### src/rtl/pipe_pkg.sv
// Shared types for the pipeline hazard scoreboard.
// Entry layout, flush FSM states and fixed encodings.
package pipe_pkg;

  // Widest register address a scoreboard entry can hold;
  // narrower addresses are zero-extended on entry.
  localparam int WS_MAX_W = 8;

  // Forward-select code meaning "read the register file".
  localparam int FWD_RF = 0;

  // Hard-wired zero register; never a real dependency.
  localparam int REG_ZERO = 0;

  typedef struct packed {
    logic                valid;
    logic [WS_MAX_W-1:0] ws;
    logic                is_load;
  } sb_entry_t;

  typedef enum logic {
    RUN,
    FLUSH
  } flush_state_t;

endpackage

### src/rtl/hazard_scoreboard_unit_if.sv
// ID-stage request and hazard-response bundle.
// master drives the ID view, slave is the hazard unit.
interface hazard_scoreboard_unit_if #(
  parameter int REG_ADDR_W = 5,
  parameter int FWD_W      = 2,
  parameter int CNT_W      = 16
);
  logic                  id_valid;
  logic [REG_ADDR_W-1:0] id_rs;
  logic [REG_ADDR_W-1:0] id_rt;
  logic                  id_re1;
  logic                  id_re2;
  logic                  id_we;
  logic [REG_ADDR_W-1:0] id_ws;
  logic                  id_is_load;
  logic                  ex_branch_taken;
  logic                  cnt_clr;

  logic                  stall;
  logic                  bubble;
  logic                  flush_ifid;
  logic [FWD_W-1:0]      fwd_a;
  logic [FWD_W-1:0]      fwd_b;
  logic [CNT_W-1:0]      stall_cnt;
  logic [CNT_W-1:0]      flush_cnt;

  modport master (
    output id_valid, id_rs, id_rt, id_re1, id_re2,
    output id_we, id_ws, id_is_load,
    output ex_branch_taken, cnt_clr,
    input  stall, bubble, flush_ifid,
    input  fwd_a, fwd_b, stall_cnt, flush_cnt
  );

  modport slave (
    input  id_valid, id_rs, id_rt, id_re1, id_re2,
    input  id_we, id_ws, id_is_load,
    input  ex_branch_taken, cnt_clr,
    output stall, bubble, flush_ifid,
    output fwd_a, fwd_b, stall_cnt, flush_cnt
  );

endinterface

### src/rtl/sat_counter.sv
// Saturating event counter with synchronous clear.
// Clear wins over increment; counting stops at all-ones.
module sat_counter #(
  parameter int CNT_W = 16
) (
  input  logic             clk,
  input  logic             rst,
  input  logic             inc,
  input  logic             clr,
  output logic [CNT_W-1:0] count
);

  // Count events, hold at all-ones, clear on request
  always_ff @(posedge clk or posedge rst) begin
    if (rst) begin
      count <= '0;
    end else if (clr) begin
      count <= '0;
    end else if (inc && (count != '1)) begin
      count <= count + CNT_W'(1);
    end
  end

endmodule

### src/rtl/hazard_scoreboard_unit.sv
// Scoreboard hazard unit: stall/bubble/flush and forward selects.
// Optional macro HAZARD_FORWARDING_EN enables operand forwarding.
module hazard_scoreboard_unit
  import pipe_pkg::*;
#(
  parameter int REG_ADDR_W   = 5,
  parameter int SB_DEPTH     = 3,
  parameter int FLUSH_CYCLES = 1,
  parameter int CNT_W        = 16
) (
  input  logic                     clk,
  input  logic                     rst,
  hazard_scoreboard_unit_if.slave  bus
);

  localparam int FWD_W = $clog2(SB_DEPTH + 1);

  // entry 0 = EXE, then MEM, WB ...
  sb_entry_t [SB_DEPTH-1:0] sb;

  logic [SB_DEPTH-1:0] m_a;
  logic [SB_DEPTH-1:0] m_b;

  logic [WS_MAX_W-1:0] rs_x;
  logic [WS_MAX_W-1:0] rt_x;
  logic [WS_MAX_W-1:0] ws_x;
  logic [WS_MAX_W-1:0] zero_x;

  flush_state_t state;
  flush_state_t state_nx;
  logic [3:0]   fcnt;
  logic [3:0]   fcnt_nx;

  logic flushing;
  logic br_accept;
  logic hazard;
  logic stall;
  logic bubble;
  logic ins_ok;

  logic [FWD_W-1:0] fwd_a;
  logic [FWD_W-1:0] fwd_b;

  assign rs_x   = WS_MAX_W'(bus.id_rs);
  assign rt_x   = WS_MAX_W'(bus.id_rt);
  assign ws_x   = WS_MAX_W'(bus.id_ws);
  assign zero_x = WS_MAX_W'(REG_ZERO);

  // Match each ID source against every in-flight writer
  always_comb begin
    m_a = '0;
    m_b = '0;
    for (int k = 0; k < SB_DEPTH; k++) begin
      m_a[k] = bus.id_valid && bus.id_re1 &&
               (rs_x != zero_x) && sb[k].valid &&
               (sb[k].ws == rs_x);
      m_b[k] = bus.id_valid && bus.id_re2 &&
               (rt_x != zero_x) && sb[k].valid &&
               (sb[k].ws == rt_x);
    end
  end

`ifdef HAZARD_FORWARDING_EN
  // Youngest producer (lowest entry) supplies the operand
  function automatic logic [FWD_W-1:0] pick(
    input logic [SB_DEPTH-1:0] m
  );
    pick = FWD_W'(FWD_RF);
    for (int k = SB_DEPTH - 1; k >= 0; k--) begin
      if (m[k]) pick = FWD_W'(k + 1);
    end
  endfunction

  // Only a load still in EXE has no data to forward yet
  assign hazard = (m_a[0] | m_b[0]) & sb[0].is_load;
  assign fwd_a  = pick(m_a);
  assign fwd_b  = pick(m_b);
`else
  logic unused_ld;

  // No bypass network: any pending writer blocks the reader
  assign hazard    = (|m_a) | (|m_b);
  assign fwd_a     = FWD_W'(FWD_RF);
  assign fwd_b     = FWD_W'(FWD_RF);
  assign unused_ld = sb[SB_DEPTH-1].is_load;
`endif

  // Flush state register
  always_ff @(posedge clk or posedge rst) begin
    if (rst) begin
      state <= RUN;
      fcnt  <= '0;
    end else begin
      state <= state_nx;
      fcnt  <= fcnt_nx;
    end
  end

  // Branch acceptance and multi-cycle flush sequencing
  always_comb begin
    state_nx  = state;
    fcnt_nx   = fcnt;
    flushing  = 1'b0;
    br_accept = 1'b0;
    unique case (state)
      RUN: begin
        if (bus.ex_branch_taken) begin
          flushing  = 1'b1;
          br_accept = 1'b1;
          if (FLUSH_CYCLES > 1) begin
            state_nx = FLUSH;
            fcnt_nx  = 4'(FLUSH_CYCLES - 1);
          end
        end
      end
      FLUSH: begin
        flushing = 1'b1;
        if (fcnt <= 4'd1) begin
          state_nx = RUN;
        end else begin
          fcnt_nx = fcnt - 4'd1;
        end
      end
      default: state_nx = RUN;
    endcase
  end

  // Flush wins so the redirect PC is not frozen out
  assign stall  = hazard & ~flushing;
  assign bubble = stall | flushing;
  assign ins_ok = bus.id_valid & bus.id_we &
                  (ws_x != zero_x) & ~bubble;

  // Advance the scoreboard one stage per cycle
  always_ff @(posedge clk or posedge rst) begin
    if (rst) begin
      sb <= '0;
    end else begin
      for (int k = SB_DEPTH - 1; k > 0; k--) begin
        sb[k] <= sb[k-1];
      end
      sb[0] <= '{valid:   ins_ok,
                 ws:      ws_x,
                 is_load: bus.id_is_load};
    end
  end

  sat_counter #(.CNT_W(CNT_W)) u_stall_cnt (
    .clk   (clk),
    .rst   (rst),
    .inc   (stall),
    .clr   (bus.cnt_clr),
    .count (bus.stall_cnt)
  );

  sat_counter #(.CNT_W(CNT_W)) u_flush_cnt (
    .clk   (clk),
    .rst   (rst),
    .inc   (br_accept),
    .clr   (bus.cnt_clr),
    .count (bus.flush_cnt)
  );

  assign bus.stall      = stall;
  assign bus.bubble     = bubble;
  assign bus.flush_ifid = flushing;
  assign bus.fwd_a      = fwd_a;
  assign bus.fwd_b      = fwd_b;

endmodule

### src/flat_wrapper.sv
// flat-port wrapper written by rule: the top's interface ports become plain ports
module hazard_scoreboard_unit_flat import pipe_pkg::*;
#(
  parameter int REG_ADDR_W   = 5,
  parameter int SB_DEPTH     = 3,
  parameter int FLUSH_CYCLES = 1,
  parameter int CNT_W        = 16
)
  (clk, rst, bus_id_valid, bus_id_rs, bus_id_rt, bus_id_re1, bus_id_re2, bus_id_we, bus_id_ws, bus_id_is_load, bus_ex_branch_taken, bus_cnt_clr, bus_stall, bus_bubble, bus_flush_ifid, bus_fwd_a, bus_fwd_b, bus_stall_cnt, bus_flush_cnt);
  hazard_scoreboard_unit_if #(.REG_ADDR_W(REG_ADDR_W), .FWD_W((2)), .CNT_W(CNT_W)) bus_i ();
  input  logic clk;
  input  logic rst;
  input wire logic [$bits(bus_i.id_valid)-1:0] bus_id_valid;
  input wire logic [$bits(bus_i.id_rs)-1:0] bus_id_rs;
  input wire logic [$bits(bus_i.id_rt)-1:0] bus_id_rt;
  input wire logic [$bits(bus_i.id_re1)-1:0] bus_id_re1;
  input wire logic [$bits(bus_i.id_re2)-1:0] bus_id_re2;
  input wire logic [$bits(bus_i.id_we)-1:0] bus_id_we;
  input wire logic [$bits(bus_i.id_ws)-1:0] bus_id_ws;
  input wire logic [$bits(bus_i.id_is_load)-1:0] bus_id_is_load;
  input wire logic [$bits(bus_i.ex_branch_taken)-1:0] bus_ex_branch_taken;
  input wire logic [$bits(bus_i.cnt_clr)-1:0] bus_cnt_clr;
  output wire logic [$bits(bus_i.stall)-1:0] bus_stall;
  output wire logic [$bits(bus_i.bubble)-1:0] bus_bubble;
  output wire logic [$bits(bus_i.flush_ifid)-1:0] bus_flush_ifid;
  output wire logic [$bits(bus_i.fwd_a)-1:0] bus_fwd_a;
  output wire logic [$bits(bus_i.fwd_b)-1:0] bus_fwd_b;
  output wire logic [$bits(bus_i.stall_cnt)-1:0] bus_stall_cnt;
  output wire logic [$bits(bus_i.flush_cnt)-1:0] bus_flush_cnt;
  assign bus_i.id_valid = bus_id_valid;
  assign bus_i.id_rs = bus_id_rs;
  assign bus_i.id_rt = bus_id_rt;
  assign bus_i.id_re1 = bus_id_re1;
  assign bus_i.id_re2 = bus_id_re2;
  assign bus_i.id_we = bus_id_we;
  assign bus_i.id_ws = bus_id_ws;
  assign bus_i.id_is_load = bus_id_is_load;
  assign bus_i.ex_branch_taken = bus_ex_branch_taken;
  assign bus_i.cnt_clr = bus_cnt_clr;
  assign bus_stall = bus_i.stall;
  assign bus_bubble = bus_i.bubble;
  assign bus_flush_ifid = bus_i.flush_ifid;
  assign bus_fwd_a = bus_i.fwd_a;
  assign bus_fwd_b = bus_i.fwd_b;
  assign bus_stall_cnt = bus_i.stall_cnt;
  assign bus_flush_cnt = bus_i.flush_cnt;
  hazard_scoreboard_unit #(.REG_ADDR_W(REG_ADDR_W), .SB_DEPTH(SB_DEPTH), .FLUSH_CYCLES(FLUSH_CYCLES), .CNT_W(CNT_W)) u_core (.clk(clk), .rst(rst), .bus(bus_i));
endmodule
### config.mk
export PLATFORM = sky130hd
export DESIGN_NAME = hazard_scoreboard_unit_flat
export DESIGN_NICKNAME = d
export VERILOG_FILES = /design/src/rtl/pipe_pkg.sv /design/src/rtl/hazard_scoreboard_unit_if.sv /design/src/rtl/sat_counter.sv /design/src/rtl/hazard_scoreboard_unit.sv /design/src/flat_wrapper.sv
export SDC_FILE = /design/constraint.sdc
export NUM_CORES = 1
export LEC_CHECK = 0
export ABC_AREA = 1
export CAP_MARGIN = 20
export CORE_MARGIN = 1.5
export CORE_UTILIZATION = 50
export CTS_CLUSTER_SIZE = 40
export DETAILED_ROUTE_END_ITERATION = 12
export PLACE_DENSITY = 0.84
export SLEW_MARGIN = 20
export SYNTH_ARGS = -nofsm -noshare
export SYNTH_HDL_FRONTEND = slang
export SYNTH_SLANG_ARGS = --single-unit
### constraint.sdc
create_clock -name clk -period 2.6 [get_ports clk]
set_clock_uncertainty 0.15 [all_clocks]
set_input_delay 0.52 -clock clk [delete_from_list [all_inputs] [get_ports clk]]
set_output_delay 0.52 -clock clk [all_outputs]
set_load 0.005 [all_outputs]
==> flow_summary_export.csv, run 1 <==
group,metric,value,unit
outcome,status,"complete, no violations",
worst_setup_path,cp_common_cell,"clkdlybuf4s50_1",
synth,synth_edf_count,0,
synth,synth_area,3260,µm²
synth,synth_compound_area_share,4.87,%
global_routing,grt_pass1_vias,3035,
job,drv_cap,0,
clock_tree,clkLatencyLatePin,0.32,ns
power,seqPwrFrac,50.5,%
synth,seq_area_frac_synth,42.2,%
worst_setup_path,startpoint_type,"primary input",
timing,rsz0062_at_grt,"no",
hold_path,holdPathEnd,"u_core.sb[19]",
die,dieArea,7010,µm²
drt,antenna_left,0,
synth,synth-xor-area-share,4.03,%
cells_and_area,syn2layout_area_growth,29.0,%
global_routing,overflow,0,
clock_tree,cts_made_buffers,5,
clock_tree,cts_sinks,55,
die,die_h,83.8,µm
synth,synth_cell_types,30,
hold_path,hp-class,"register to register",
timing,slew_headroom,59.6,%
power,clockPowerShare,37.1,%
worst_setup_path,r2r_slack,0.43,ns
global_routing,antenna_found_initial,0,
die,rows,29,
worst_setup_path,worstPathMaxFanout,2,
clock_tree,cts_root_buf,"clkbuf_8",
power,p_int,1.36,mW
timing,finalHoldViolations,0,
die,start_util,51.6,%
clock_tree,hold_buffers,0,
drt,first_pass_iters,4,
synth,synth_seq_cells,55,
cells_and_area,drive_gt1_share,10.1,%
die,core-area,6310,µm²
global_routing,grt_pass1_wl,13200,µm
worst_setup_path,cp_data_arrival_time,1.81,ns
placement,portBuffers,57,
power,vdd_drop_max,0.329,mV
synth,synthTopCellsByArea,"dfrtp_1 42%, nand2_1 17%, nor2_1 7.3%, inv_1 6.8%, nand3_1 6.0%",
power,p_leak,2.12,nW
die,die_w,83.8,µm
worst_setup_path,critPathCaptureType,"output pin",
timing,period_share,95.6,%
synth,synth_top_area_share,42.2,%
worst_setup_path,required,1.93,ns
synth,yosys_warnings,0,
synth,synthFlopType,"dfrtp_1",
worst_setup_path,r2r_start,"u_core.u_flush_cnt.count[0]",
synth,muxShareOfSynthArea,0,%
drt,wirelength,7710,µm
worst_setup_path,max_stage_delay,0.45,ns
synth,synth_simple_gate_area_share,38.0,%
power,total_power,1.79,mW
cells_and_area,final_cell_mix,"147 x nand2_1, 62 x nor2_1, 55 x dfrtp_1, 54 x inv_1, 45 x clkdlybuf4s50_1",
clock_tree,cts-htree-levels,2,
worst_setup_path,reg2reg_depth,10,
synth,syn_inst,465,
clock_tree,cts_max_path_buffers,2,
timing,fmax,0.402,GHz
worst_setup_path,crit_chain,"clkdlybuf4s50_1, nor2_1, inv_1, buf_4, clkdlybuf4s50_1",
global_routing,grt_max_degree,24,
placement,gp_congestion,0.941,
synth,async_flop_share,100,%
power,swShare,23.8,%
placement,dpl.hpwl,5780,µm
worst_setup_path,worst_r2r_endpoint,"u_core.u_flush_cnt.count[13]",
timing,tightest_slew,0.606,ns
synth,synth.avg_cell_area,7.01,µm²
cells_and_area,finalNetCount,570,
worst_setup_path,path_class,"primary input to output pin",
synth,synth_top_cell_by_area,"dfrtp_1",
synth,synth_fa_ha_area_share,1.53,%
timing,drv_slew,0,
power,combPwrFrac,12.4,%
cells_and_area,num_antenna_cells,0,
synth,synth_top_family_by_area,"simple AND/OR/NAND/NOR gates",
clock_tree,cts_tree,"built",
drt,vias_per_cell,5.13,
worst_setup_path,crit_slowest_cell,"clkdlybuf4s50_1",
timing,setup_viol_count_final,0,
hold_path,whs_path_depth,0,
global_routing,grt_usage,22.9,%
die,ios,63,
cells_and_area,fin_util,66.6,%
drt,drtIter0Drc,155,
clock_tree,clk_pin_slew,0.09,ns
power,netSwitchingPower,425,µW
cells_and_area,final_common_cell,"nand2_1",
timing,fin_crit,2.48,ns
hold_path,min-delay-start,"u_core.sb[9]",
drt,wl_per_cell,12.4,µm
power,p_per_area,425,nW/µm²
drt,vias,3178,
drt,drc_errors,0,
cells in the mapped netlist, types with 4 or more instances:
master	instances
a21oi_1	12
o21ai_0	16
nand3_1	39
nand4_1	7
nor2_1	63
xnor2_1	6
nor3_1	16
xor2_1	9
clkbuf_1	6
buf_4	5
inv_1	59
dfrtp_1	55
ha_1	4
nand2_1	148
area by class of cell:
| cell class | count | area [µm²] |
|---|---|---|
| Tap cell | 77 | 96.3 |
| Clock buffer | 6 | 72.6 |
| Clock inverter | 2 | 60.1 |
| Inverter | 60 | 225 |
| Sequential cell | 55 | 1380 |
| Multi-Input combinational cell | 340 | 1630 |
| Fill cell | 559 | 2110 |
| Timing Repair Buffer | 80 | 748 |
cells by family after synthesis:
logic type,Yosys count
AO/OA/AOI/OAI,30
XOR/XNOR,15
adder cells (fa/ha/maj),4
buffers and inverters,73
flip-flops,55
other,1
AND/OR/NAND/NOR,287
worst max-delay path by stage:
| stage | to | slack, ns | start |
|---|---|---|---|
| global route | bus_stall | 0.03 | bus_id_rt[2] |
| floorplan | u_core.fcnt[0] | 0.59 | rst |
| global placement | bus_stall | -0.42 | bus_id_rs[1] |
| CTS | bus_bubble | 0.06 | bus_id_rs[2] |
| detailed placement | bus_stall | -0.46 | bus_id_rs[1] |
| finish | bus_flush_ifid | 0.12 | bus_ex_branch_taken |
sequential cells by signal (all words and copies together) (netlist names):
name                      cells
u_core.fcnt                   4
u_core.sb                    18
u_core.state                  1
u_core.u_flush_cnt.count     16
u_core.u_stall_cnt.count     16
layer usage:
| metal | vias up | share of wire [%] | global-route usage, % |
|---|---|---|---|
| li1 | 1608 | - | - |
| met1 | 1451 | 42 | 28.3 |
| met5 | - | 0 | 0 |
| met3 | 23 | 5.0 | 3.56 |
| met2 | 96 | 50 | 39.4 |
| met4 | 0 | 3.0 | 10.7 |
power by group through the flow:
stage	Sequential, mW	Combinational (mW)	Clock (mW)
3_5_place_dp	0.918	0.222	0
3_3_place_gp	0.917	0.217	0
4_1_cts	0.902	0.222	0.673
6_report	0.902	0.221	0.663
5_1_grt	0.905	0.249	0.707
2_1_floorplan	0.913	0.112	0
worst max-delay path: cells and delay by family:
| family | cells | cell delay [ns] |
|---|---|---|
| and+or+nand+nor | 1 | 0.21 |
| buffers and inverters | 4 | 1.09 |
per-stage QoR:
step           hold slack [ns]  cells  setup TNS, ns  setup slack (ns)  instance area, µm²
2_1_floorplan            0.218    468              0             0.587                3270
3_3_place_gp             0.229    612         -0.829            -0.422                4060
3_5_place_dp             0.232    612          -1.22            -0.463                4060
4_1_cts                  0.257    620              0            0.0573                4210
5_1_grt                  0.272    620              0            0.0273                4210
6_report                 0.253    620              0             0.115                4210
repair_timing:
action | CTS | global route
endpoints found under the setup margin | 2 | 2
resized for setup | 26 | 9
pin swaps | 3 | 2
buffers inserted | 0 | 0
(Power assumes the default switching activity.)
==> run 2, diff against run 1 <==
ABC_CLOCK_PERIOD_IN_PS = 2600   (was default)
==> results of run 2 <==
No change in the layout: final DEF, timing and power equal those of run 1.
==> run 3, diff against run 2 <==
PLACE_DENSITY = default   (was 0.84)
PLACE_DENSITY_LB_ADDON = 0.3   (was default)
==> run 3 against run 2 <==
  * Hold slack improved by 0.0096 ns
  * Sequential share of layout area increased by 0.72 points
  * Count of clock-buffer cells in the layout unchanged
  * Via count decreased by 1.8%
  * Utilization shrank 1.4 points
  * Sequential cell count unchanged
  * Critical endpoint unchanged
  * Largest power group unchanged
  * Highest routed layer unchanged
==> flow_summary_export.csv, run 3 (synthesized netlist as in run 1, its figures left out) <==
group,metric,value,unit
cells_and_area,largestRegisters,"u_core.sb: 18 flops, u_core.u_flush_cnt.count: 16 flops, u_core.u_stall_cnt.count: 16 flops",
clock_tree,cts_root_buf,"clkbuf_8",
cells_and_area,largest_reg_flops,18,
global_routing,grt_pass1_vias,2991,
outcome,status,"complete, no violations",
drt,vias,3120,
clock_tree,clkLatencyLatePin,0.30,ns
drt,wirelength,7650,µm
placement,gp_congestion,0.881,
clock_tree,hold_buffers,0,
die,start_util,51.6,%
cells_and_area,fin_cells,614,
power,netSwitchingPower,417,µW
cells_and_area,top_register,"u_core.sb",
drt,drtIter0Drc,234,
drt,vias_per_cell,5.08,
placement,place_area,4020,µm²
power,clockPowerShare,34.6,%
worst_setup_path,max_stage_delay,0.44,ns
worst_setup_path,worst-path-buf-inv,4,
drt,drc_errors,0,
power,seqPwrFrac,53.1,%
cells_and_area,final_cell_area,4120,µm²
drt,first_pass_iters,4,
clock_tree,cts_tree,"built",
cells_and_area,final_cell_mix,"148 x nand2_1, 63 x nor2_1, 57 x inv_1, 55 x dfrtp_1, 46 x clkdlybuf4s50_1",
worst_setup_path,path_class,"primary input to output pin",
worst_setup_path,startpoint_type,"primary input",
cells_and_area,num_antenna_cells,0,
power,combPwrFrac,12.3,%
die,ios,63,
global_routing,antenna_found_initial,0,
clock_tree,cts_made_buffers,5,
worst_setup_path,crit_chain,"clkdlybuf4s50_1, nor2_1, inv_1, buf_4, clkdlybuf4s50_1",
clock_tree,clk_pin_slew,0.10,ns
hold_path,hp-class,"register to register",
die,rows,29,
power,p_leak,2.09,nW
clock_tree,cts_max_path_buffers,2,
timing,fmax,0.394,GHz
timing,setup_ws,0.0632,ns
worst_setup_path,cp_data_arrival_time,1.87,ns
global_routing,grt_usage,23.0,%
cells_and_area,finalNetCount,564,
die,die_w,83.8,µm
clock_tree,cts_sinks,55,
drt,wl_per_cell,12.5,µm
worst_setup_path,worstPathMaxFanout,2,
worst_setup_path,cp_top_family,"buffers and inverters",
global_routing,grt_max_degree,56,
timing,rsz0062_at_grt,"no",
cells_and_area,syn2layout_area_growth,26.2,%
placement,dpl.cell_count,606,
placement,post-place-ws,-0.466,ns
worst_setup_path,critPathCaptureType,"output pin",
worst_setup_path,crit_slowest_cell,"clkdlybuf4s50_1",
timing,period_share,97.6,%
drt,antenna_left,0,
cells_and_area,drive_gt1_share,7.64,%
clock_tree,cts-htree-levels,2,
cells_and_area,final_common_cell,"nand2_1",
global_routing,grt_pass1_wl,13300,µm
job,drv_cap,0,
placement,portBuffers,57,
power,p_int,1.28,mW
clock_tree,postCtsSetupRepairBufs,0,
timing,fin_crit,2.54,ns
placement,dpl.hpwl,5740,µm
timing,finalSetupTns,0,ns
die,dieArea,7010,µm²
die,die_h,83.8,µm
power,swShare,24.6,%
power,total_power,1.70,mW
timing,finalHoldViolations,0,
worst_setup_path,required,1.93,ns
timing,setup_viol_count_final,0,
power,vdd_drop_max,0.351,mV
timing,drv_slew,0,
worst_setup_path,cp_common_cell,"clkdlybuf4s50_1",
global_routing,overflow,0,
die,core-area,6310,µm²
power,p_per_area,413,nW/µm²
[run 3: changes by cell type in the layout (fill, tap and decap cells not counted), sizes merged]
| cell | change |
|---|---|
| clkdlybuf4s15 | -2 |
| clkbuf | -2 |
| clkdlybuf4s50 | +1 |
| dlymetal6s2s | +1 |
| clkinv | +1 |
| dlygate4sd2 | +1 |
| buf | -5 |
| bufinv | -1 |
[run 3: power groups by stage]
stage               Sequential [mW]  Combinational (mW)  Clock [mW]
global placement              0.917               0.212           0
CTS                           0.901               0.211       0.603
global route                  0.906               0.238       0.638
floorplan                     0.913               0.112           0
detailed placement            0.918               0.215           0
finish                        0.901               0.209       0.587
[run 3: area by class of cell]
type,instances,area (µm²)
clock inverter,2,35.0
multi-input combinational,340,1590
inverter,60,225
sequential,55,1380
fill,561,2200
tap,77,96.3
clock buffer,6,82.6
timing repair buffer,74,706
[run 3: through the flow]
| stage | hold WS (ns) | utilization [%] |
|---|---|---|
| final | 0.263 | 65.2 |
| after floorplan | 0.218 | - |
| after detailed placement | 0.240 | 63.6 |
| after global placement | 0.231 | 63.6 |
| after global routing | 0.275 | 65.2 |
| after CTS | 0.262 | 65.1 |
[run 3: worst paths after layout]
kind                            slack [ns]                            to  cells after the start                   startpoint
worst min register to register        0.26                 u_core.sb[21]                      0                u_core.sb[11]
worst min-delay path                  0.26                 u_core.sb[21]                      0                u_core.sb[11]
min in group asynchronous             0.41  u_core.u_flush_cnt.count[10]                      3                          rst
max in group asynchronous             1.62                 u_core.sb[12]                      3                          rst
worst max-delay path                  0.06                bus_flush_ifid                      5          bus_ex_branch_taken
worst max register to register        0.59   u_core.u_stall_cnt.count[0]                     10  u_core.u_stall_cnt.count[0]
[run 3: per-layer routing]
metal	wire length, µm	global-route usage [%]
met2	3600	37.6
met3	363	3.36
met5	0	0
met4	102	7.45
met1	3590	31.6
[run 3: what timing repair did]
action,CTS,global route
cloned,0,0
resized for setup,17,1
pin swaps,3,1
setup endpoints to repair,2,2
